### src/rtl/ahb_lite_xbar_if.sv
// Bus bundle between the AHB-Lite master, the xbar and its slave slots.
// The slave modport is the xbar's view; the master modport is the surrounding system's view.
interface ahb_lite_xbar_if #(
  parameter int NSLAVES = 4,
  parameter int DW      = 32
);
  logic [31:0]           HADDR;
  logic [1:0]            HTRANS;
  logic                  HWRITE;
  logic [DW-1:0]         HWDATA;
  logic [DW-1:0]         HRDATA;
  logic                  HREADY;
  logic                  HRESP;
  logic [NSLAVES-1:0]    HSEL;
  logic [31:0]           HADDRDEL;
  logic                  HWRITEDEL;
  logic [NSLAVES*DW-1:0] HRDATA_S;
  logic [NSLAVES-1:0]    HREADYOUT_S;
  logic [NSLAVES-1:0]    HRESP_S;
  logic                  timeout_flag;

  modport master (
    output HADDR, HTRANS, HWRITE, HWDATA, HRDATA_S, HREADYOUT_S, HRESP_S,
    input  HRDATA, HREADY, HRESP, HSEL, HADDRDEL, HWRITEDEL, timeout_flag
  );

  modport slave (
    input  HADDR, HTRANS, HWRITE, HWDATA, HRDATA_S, HREADYOUT_S, HRESP_S,
    output HRDATA, HREADY, HRESP, HSEL, HADDRDEL, HWRITEDEL, timeout_flag
  );
endinterface

### src/rtl/ahb_lite_xbar.sv
// Single-master AHB-Lite interconnect: address decode, data-phase mux and a two-cycle ERROR default slave.
// Optional wait-state watchdog enabled by defining AHB_XBAR_TIMEOUT_EN.
module ahb_lite_xbar #(
  parameter int                    NSLAVES  = 4,
  parameter int                    DW       = 32,
  parameter logic [NSLAVES*32-1:0] SLV_BASE = {32'h3000_0000, 32'h2000_0000,
                                               32'h1000_0000, 32'h0000_0000},
  parameter logic [NSLAVES*32-1:0] SLV_MASK = {4{32'hF000_0000}},
  parameter int                    TIMEOUT  = 64
) (
  input logic           HCLK,
  input logic           HRESET,
  ahb_lite_xbar_if.slave bus
);

  localparam int             OW          = $clog2(NSLAVES + 2);
  localparam logic [OW-1:0]  OWN_DEFAULT = OW'(NSLAVES);
  localparam logic [OW-1:0]  OWN_NONE    = OW'(NSLAVES + 1);

  typedef enum logic [1:0] {IDLE, ERR1, ERR2} dflt_state_t;

  dflt_state_t        state;
  dflt_state_t        state_next;
  logic [OW-1:0]      owner;
  logic [OW-1:0]      addr_owner;
  logic [OW-1:0]      hit_idx;
  logic [NSLAVES-1:0] first_hit;
  logic               hit_found;
  logic [31:0]        haddr_del;
  logic               hwrite_del;
  logic               hready;
  logic               hresp;
  logic [DW-1:0]      hrdata;
  logic               timeout_hit;
  logic               unused_inputs;

  // Default-slave writes are dropped, so write data never reaches this block.
  assign unused_inputs = ^{bus.HTRANS[0], bus.HWDATA};

  // Priority decode: the lowest-index matching region wins on overlap.
  always_comb begin
    first_hit  = '0;
    hit_found  = 1'b0;
    hit_idx    = '0;
    for (int i = 0; i < NSLAVES; i++) begin
      if (!hit_found &&
          ((bus.HADDR & SLV_MASK[32*i +: 32]) == SLV_BASE[32*i +: 32])) begin
        hit_found    = 1'b1;
        hit_idx      = OW'(i);
        first_hit[i] = 1'b1;
      end
    end
  end

  always_comb begin
    addr_owner = OWN_NONE;
    if (bus.HTRANS[1]) begin
      addr_owner = hit_found ? hit_idx : OWN_DEFAULT;
    end
  end

  assign bus.HSEL = bus.HTRANS[1] ? first_hit : '0;

  // Address-phase capture; a timeout abort hands the data phase to the default slave.
  always_ff @(posedge HCLK or posedge HRESET) begin
    if (HRESET) begin
      haddr_del  <= '0;
      hwrite_del <= 1'b0;
      owner      <= OWN_NONE;
    end else if (timeout_hit) begin
      owner <= OWN_DEFAULT;
    end else if (hready) begin
      haddr_del  <= bus.HADDR;
      hwrite_del <= bus.HWRITE;
      owner      <= addr_owner;
    end
  end

  always_ff @(posedge HCLK or posedge HRESET) begin
    if (HRESET) begin
      state <= IDLE;
    end else begin
      state <= state_next;
    end
  end

  always_comb begin
    state_next = state;
    case (state)
      IDLE: begin
        if (timeout_hit || (hready && (addr_owner == OWN_DEFAULT))) begin
          state_next = ERR1;
        end
      end
      ERR1:    state_next = ERR2;
      ERR2:    state_next = (addr_owner == OWN_DEFAULT) ? ERR1 : IDLE;
      default: state_next = IDLE;
    endcase
  end

  // Error states override the mux; otherwise the data-phase owner drives the response.
  always_comb begin
    hready = 1'b1;
    hresp  = 1'b0;
    hrdata = '0;
    case (state)
      ERR1: begin
        hready = 1'b0;
        hresp  = 1'b1;
      end
      ERR2: begin
        hresp = 1'b1;
      end
      default: begin
        for (int i = 0; i < NSLAVES; i++) begin
          if (owner == OW'(i)) begin
            hrdata = bus.HRDATA_S[DW*i +: DW];
            hready = bus.HREADYOUT_S[i];
            hresp  = bus.HRESP_S[i];
          end
        end
      end
    endcase
  end

`ifdef AHB_XBAR_TIMEOUT_EN
  localparam int CW = (TIMEOUT > 2) ? $clog2(TIMEOUT) : 1;

  logic [CW-1:0] stall_cnt;
  logic          slot_stall;
  logic          flag;

  assign slot_stall  = (owner < OWN_DEFAULT) && (state == IDLE) && !hready;
  // Abort on the edge where the count would reach TIMEOUT-1.
  assign timeout_hit = slot_stall && (stall_cnt == CW'(TIMEOUT - 2));

  always_ff @(posedge HCLK or posedge HRESET) begin
    if (HRESET) begin
      stall_cnt <= '0;
      flag      <= 1'b0;
    end else begin
      if (slot_stall && !timeout_hit) begin
        stall_cnt <= stall_cnt + 1'b1;
      end else begin
        stall_cnt <= '0;
      end
      if (timeout_hit) begin
        flag <= 1'b1;
      end
    end
  end

  assign bus.timeout_flag = flag;
`else
  logic unused_timeout;

  assign unused_timeout   = TIMEOUT[0];
  assign timeout_hit      = 1'b0;
  assign bus.timeout_flag = 1'b0;
`endif

  assign bus.HRDATA    = hrdata;
  assign bus.HREADY    = hready;
  assign bus.HRESP     = hresp;
  assign bus.HADDRDEL  = haddr_del;
  assign bus.HWRITEDEL = hwrite_del;

endmodule
### src/flat_wrapper.sv
// flat-port wrapper written by rule: the top's interface ports become plain ports
module ahb_lite_xbar_flat 
#(
  parameter int                    NSLAVES  = 4,
  parameter int                    DW       = 32,
  parameter logic [NSLAVES*32-1:0] SLV_BASE = {32'h3000_0000, 32'h2000_0000,
                                               32'h1000_0000, 32'h0000_0000},
  parameter logic [NSLAVES*32-1:0] SLV_MASK = {4{32'hF000_0000}},
  parameter int                    TIMEOUT  = 64
)
  (HCLK, HRESET, bus_HADDR, bus_HTRANS, bus_HWRITE, bus_HWDATA, bus_HRDATA_S, bus_HREADYOUT_S, bus_HRESP_S, bus_HRDATA, bus_HREADY, bus_HRESP, bus_HSEL, bus_HADDRDEL, bus_HWRITEDEL, bus_timeout_flag);
  ahb_lite_xbar_if #(.NSLAVES(NSLAVES), .DW(DW)) bus_i ();
  input logic HCLK;
  input logic HRESET;
  input wire logic [$bits(bus_i.HADDR)-1:0] bus_HADDR;
  input wire logic [$bits(bus_i.HTRANS)-1:0] bus_HTRANS;
  input wire logic [$bits(bus_i.HWRITE)-1:0] bus_HWRITE;
  input wire logic [$bits(bus_i.HWDATA)-1:0] bus_HWDATA;
  input wire logic [$bits(bus_i.HRDATA_S)-1:0] bus_HRDATA_S;
  input wire logic [$bits(bus_i.HREADYOUT_S)-1:0] bus_HREADYOUT_S;
  input wire logic [$bits(bus_i.HRESP_S)-1:0] bus_HRESP_S;
  output wire logic [$bits(bus_i.HRDATA)-1:0] bus_HRDATA;
  output wire logic [$bits(bus_i.HREADY)-1:0] bus_HREADY;
  output wire logic [$bits(bus_i.HRESP)-1:0] bus_HRESP;
  output wire logic [$bits(bus_i.HSEL)-1:0] bus_HSEL;
  output wire logic [$bits(bus_i.HADDRDEL)-1:0] bus_HADDRDEL;
  output wire logic [$bits(bus_i.HWRITEDEL)-1:0] bus_HWRITEDEL;
  output wire logic [$bits(bus_i.timeout_flag)-1:0] bus_timeout_flag;
  assign bus_i.HADDR = bus_HADDR;
  assign bus_i.HTRANS = bus_HTRANS;
  assign bus_i.HWRITE = bus_HWRITE;
  assign bus_i.HWDATA = bus_HWDATA;
  assign bus_i.HRDATA_S = bus_HRDATA_S;
  assign bus_i.HREADYOUT_S = bus_HREADYOUT_S;
  assign bus_i.HRESP_S = bus_HRESP_S;
  assign bus_HRDATA = bus_i.HRDATA;
  assign bus_HREADY = bus_i.HREADY;
  assign bus_HRESP = bus_i.HRESP;
  assign bus_HSEL = bus_i.HSEL;
  assign bus_HADDRDEL = bus_i.HADDRDEL;
  assign bus_HWRITEDEL = bus_i.HWRITEDEL;
  assign bus_timeout_flag = bus_i.timeout_flag;
  ahb_lite_xbar #(.NSLAVES(NSLAVES), .DW(DW), .SLV_BASE(SLV_BASE), .SLV_MASK(SLV_MASK), .TIMEOUT(TIMEOUT)) u_core (.HCLK(HCLK), .HRESET(HRESET), .bus(bus_i));
endmodule
### config.mk
export PLATFORM = sky130hd
export DESIGN_NAME = ahb_lite_xbar_flat
export DESIGN_NICKNAME = d
export VERILOG_FILES = /design/src/rtl/ahb_lite_xbar_if.sv /design/src/rtl/ahb_lite_xbar.sv /design/src/flat_wrapper.sv
export SDC_FILE = /design/constraint.sdc
export NUM_CORES = 1
export LEC_CHECK = 0
export ABC_CLOCK_PERIOD_IN_PS = 2800
export CAP_MARGIN = 40
export CORE_AREA = 2 2 109 111
export CTS_CLUSTER_DIAMETER = 30
export DETAILED_ROUTE_END_ITERATION = 12
export DIE_AREA = 0 0 111 113
export GPL_TIMING_DRIVEN = 0
export HOLD_SLACK_MARGIN = 0.05
export PLACE_DENSITY = 0.67
export SLEW_MARGIN = 20
export SYNTH_ARGS = -nofsm -noshare
export SYNTH_HDL_FRONTEND = slang
export SYNTH_SLANG_ARGS = --single-unit
### constraint.sdc
create_clock -name HCLK -period 2.8 [get_ports HCLK]
set_input_delay 0.56 -clock HCLK [delete_from_list [all_inputs] [get_ports HCLK]]
set_output_delay 0.56 -clock HCLK [all_outputs]
set_load 0.02 [all_outputs]
* Yosys cells after proc, flatten, opt, wreduce, memory -nomap -nowiden *
Index checks and enable logic that the tools add are counted.

storage, ports and cells
  register bits after elaboration = 38
  input bits = 205
  output and inout bits = 72
  word-level logic and storage cells = 56

operators by class
  equality and inequality tests = 10
  mux-type cells = 31
  reduce and logical (&&, ||, !) cells = 11

operators with widths
  cell                  number
  $mux W32              5
  $logic_not A32 Y1     1
  $mux W1               18
  $mux W3               4
  $eq A4 B2 Y1 const B  2
  $eq A3 B2 Y1 const B  2
  $pmux W2 S3           1
  $eq A4 B1 Y1 const B  1
  $logic_and A1 B1 Y1   4
  $mux W4               1
  $eq A3 B1 Y1 const B  1
  $eq A3 B3 Y1 const B  1
  $logic_not A1 Y1      3
  $logic_not A3 Y1      1
  $eq A2 B1 Y1 const B  1
  $eq A2 B2 Y1 const B  1
  $logic_not A2 Y1      1
  $mux W2               1
  $ne A2 B1 Y1 const B  1
  $pmux W1 S2           1
  $reduce_or A2 Y1      1

* Longest topological paths before layout *
  word-level depth = 17
  mapped depth = 9
  mapped depth without buffers = 6

* Worst setup path after synthesis *
OpenSTA, ideal clock, no wires.

  path type = flip-flop to output port
  start = register u_core.owner[0]
  end = output bus_HRDATA[10]
  data arrival time = 2324 ps
  data required time = 2240 ps
  slack = -84 ps
  cell stages (with the launch flop) = 6
  buffers on the path = 3
  cells stage by stage = dfstp_2 > buf_6 > buf_2 > buf_2 > mux2i_1 > a2111oi_0

on the way
  longest elaborated chain between the ends = 6
  elaborated cells on any way between the ends = 9
  those cells by class = 3 x eq/ne; 5 x mux; 1 x reduce/logical

ends and longest elaborated chain
  item                      line                  RTL
  start: declaration        ahb_lite_xbar.sv:24   logic [OW-1:0] owner;
  start signal: assignment  ahb_lite_xbar.sv:75   owner <= addr_owner;
  $logic_not A3 Y1          ahb_lite_xbar.sv:116  if (owner == OW'(i)) begin
  $mux W32 (3 in a row)     ahb_lite_xbar.sv:116
  $mux W32 *                ahb_lite_xbar.sv:116
  $mux W32 *                ahb_lite_xbar.sv:106  case (state)
  end: declaration          flat_wrapper.sv:22    output wire logic [$bits(bus_i.HRDATA)-1:0] bus_HRDATA;

Every way passes the cells marked *; elsewhere a longest branch is shown, timed or not.

* Final worst setup path *
  start = register u_core.owner[0]
  end = output bus_HRDATA[13]

The elaborated chain is that of the path after synthesis.

==> flow_summary.toml <==
[status]
status = "finished, final reports clean"

[synthesis]
synth_edf_count = 0
ys_top_cells_by_count = "36 x dfrtp_1, 33 x mux2i_1, 33 x nor2b_1"
ys.flop_type = "dfrtp_1"
synth.most_common_cell = "dfrtp_1"
synth.area.top_cells = "dfrtp_1 31%, mux2i_1 12%, a2111oi_0 9.8%"
synth_nets = 490
synth_cells = 281
ys_seq_elements = 38
synth_area_leader_cell = "dfrtp_1"
syn_area_per_cell_um2 = 10.2
ys_seq_area_frac = 0.332
synth_top_area_frac = 0.314
ys_warn_count = 0
synth_area_um2 = 2870
ys_types = 33
async_flop_share = 1.00

[worst_setup_path]
required_ns = 2.24
cp-end-kind = "output port"
crit_arrival_ns = 2.17
crit_buf_inv = 4
cp-start-kind = "flop"
rr_worst_depth = 7
crit_slowest_cell = "dfstp_2"
cp.depth = 6
critPathTopFamily = "buffers and inverters"
cp_max_fo = 10
path_cells = "buf_8, buf_4, buf_6, mux2i_1, a2111oi_1, clkdlybuf4s15_2"
critical_path_class = "flop to output port"
max_stage_delay_ns = 0.53

[clocking]
clk_pin_slew_ns = 0.06
cts_tree = "yes"
cts-hold-fix-buffers = 0
cts_buffers = 5
clockBufferDepth = 2
clock_latency_ns = 0.28
cts_sinks = 38
clockRootBuffer = "clkbuf_16"
htree_levels = 2

[worst_hold_path]
holdPathStages = 1
hold_path.class = "flop to flop"

[pwr]
clkPwrFrac = 0.139
p_switching_uw = 2300
p_int_uw = 3120
combinationalPowerShare = 0.679
seqPwrFrac = 0.182
power_density_nw_per_um2 = 947
peakVddDrop_uv = 709
fin_total_pwr_uw = 5420
leakagePower_uw = 0.00228
swShare = 0.425

[place]
place_ws_ns = -0.410
dp_cells = 667
io_buffer_count = 242
gp_congestion = 0.835
hpwl_um = 9880

[route]
finalWirelength_um = 12600
drc = 0
wl_per_cell_um = 18.6
via_count = 3369
final_antenna_net_count = 0
initialDrtViolationCount = 195
drt_pass1_iterations = 4
via_per_inst = 4.98

[sta]
hold_slack_ns = 0.490
drv_slew = 0
fin_ws_ns = 0.0735
fin_skew_ns = 0.00533
worst_slew_pin_slew_ns = 0.597
min_period_ns = 2.73
fin_crit_sh = 0.974
hold_viol = 0
max_freq_ghz = 0.367
final-setup-viol-count = 0
maxSlewHeadroom = 0.602
rsz0062_at_grt = "false"

[job]
maxCapViolCount = 0

[floorplan]
start_util = 0.255
num_rows = 39
ioPinCount = 277
die_area_um2 = 12500
fp.dieH_um = 113
core-area_um2 = 11300
die_x_um = 111

[grt]
gr-total-overflow = 0
grt_max_degree = 28
antenna_found_initial = 0
grt_pass1_vias = 3729
grt_pass1_wl_um = 20100
track_usage = 0.200

[finish]
area_growth_pct = 99.5
final_cell_count_no_fill = 676
multi_input_area_um2 = 1840
nFillCells = 1084
layout-drive-gt1-share = 0.199
nets = 741
insertedDiodeCount = 0
layout.area.seq_um2 = 953
worst paths after layout:
check	startpoint	endpoint	slack (ns)
worst max register to register	u_core.owner[0]	u_core.bus.HADDRDEL[9]	0.41
worst min-delay path	u_core.bus.HADDRDEL[3]	u_core.bus.HADDRDEL[3]	0.49
max in group asynchronous	HRESET	u_core.owner[0]	1.77
worst min register to register	u_core.bus.HADDRDEL[3]	u_core.bus.HADDRDEL[3]	0.49
min in group asynchronous	HRESET	u_core.bus.HADDRDEL[4]	0.54
worst max-delay path	u_core.owner[0]	bus_HRDATA[13]	0.07
power by group through the flow:
stage | logic (uW) | clock network (uW) | registers [uW]
5_1_grt | 3960 | 787 | 1020
2_1_floorplan | 1810 | 0 | 1280
3_3_place_gp | 3540 | 0 | 975
6_report | 3680 | 753 | 988
4_1_cts | 3650 | 768 | 991
3_5_place_dp | 3600 | 0 | 988
area by class of cell:
cell class / count / share of cell area
Clock inverter: 2 / 0.0105
Buffer: 30 / 0.0363
Multi-Input combinational cell: 206 / 0.322
Inverter: 6 / 0.00393
Clock buffer: 6 / 0.0243
Sequential cell: 38 / 0.166
Tap cell: 143 / 0.0312
Timing Repair Buffer: 245 / 0.406
registers in the layout, summed over array words and instances (netlist names):
name	count
u_core.bus.HADDRDEL	32
u_core.owner	3
u_core.state	2
u_core.bus.HWRITEDEL	1
layout by cell type, fill, tap and decap left out, types with 3 or more instances in the layout:
cell,Yosys,routed
a2111oi_1,0,22
a2111oi_2,0,10
a211oi_1,32,32
buf_2,4,22
buf_4,3,8
buf_6,4,7
clkbuf_1,18,9
clkbuf_16,0,5
clkbuf_2,0,13
clkdlybuf4s15_2,0,4
clkdlybuf4s50_1,0,206
dfrtp_1,36,36
ha_1,4,3
inv_1,6,5
mux2_1,14,14
mux2_2,20,20
mux2i_1,33,33
nand2_1,8,8
nand2b_1,3,3
nor2_1,4,3
nor2b_1,33,33
nor3_1,3,3
o21ai_0,5,5
logic make-up after synthesis:
logic type      synth area share
flops                      0.332
other cells              0.00131
fa+ha+maj                 0.0174
compound gates             0.215
simple gates               0.105
mux                        0.264
buf+inv                   0.0645
per-layer routing:
metal	vias up	part of all wire	GRT usage
met4	0	0.019	0.0575
li1	1579	-	-
met5	-	0	0
met3	18	0.090	0.0600
met1	1595	0.41	0.234
met2	177	0.49	0.356
through the flow:
stage	cell area, um2	utilization	TNS (ns)
finish	5730	0.508	0
global route	5730	0.508	0
CTS	5710	0.507	0
detailed placement	5530	0.491	-10.92
global placement	5510	0.489	-9.57
floorplan	2910	-	0
repair_timing:
item / 4_1_cts / 5_1_grt
pin swaps: 1 / 0
gates cloned: 0 / 0
buffers inserted: 2 / 0
gates resized for setup: 161 / 35
endpoints found under the setup margin: 38 / 30
Note: power is estimated with default switching activity, not from simulation.
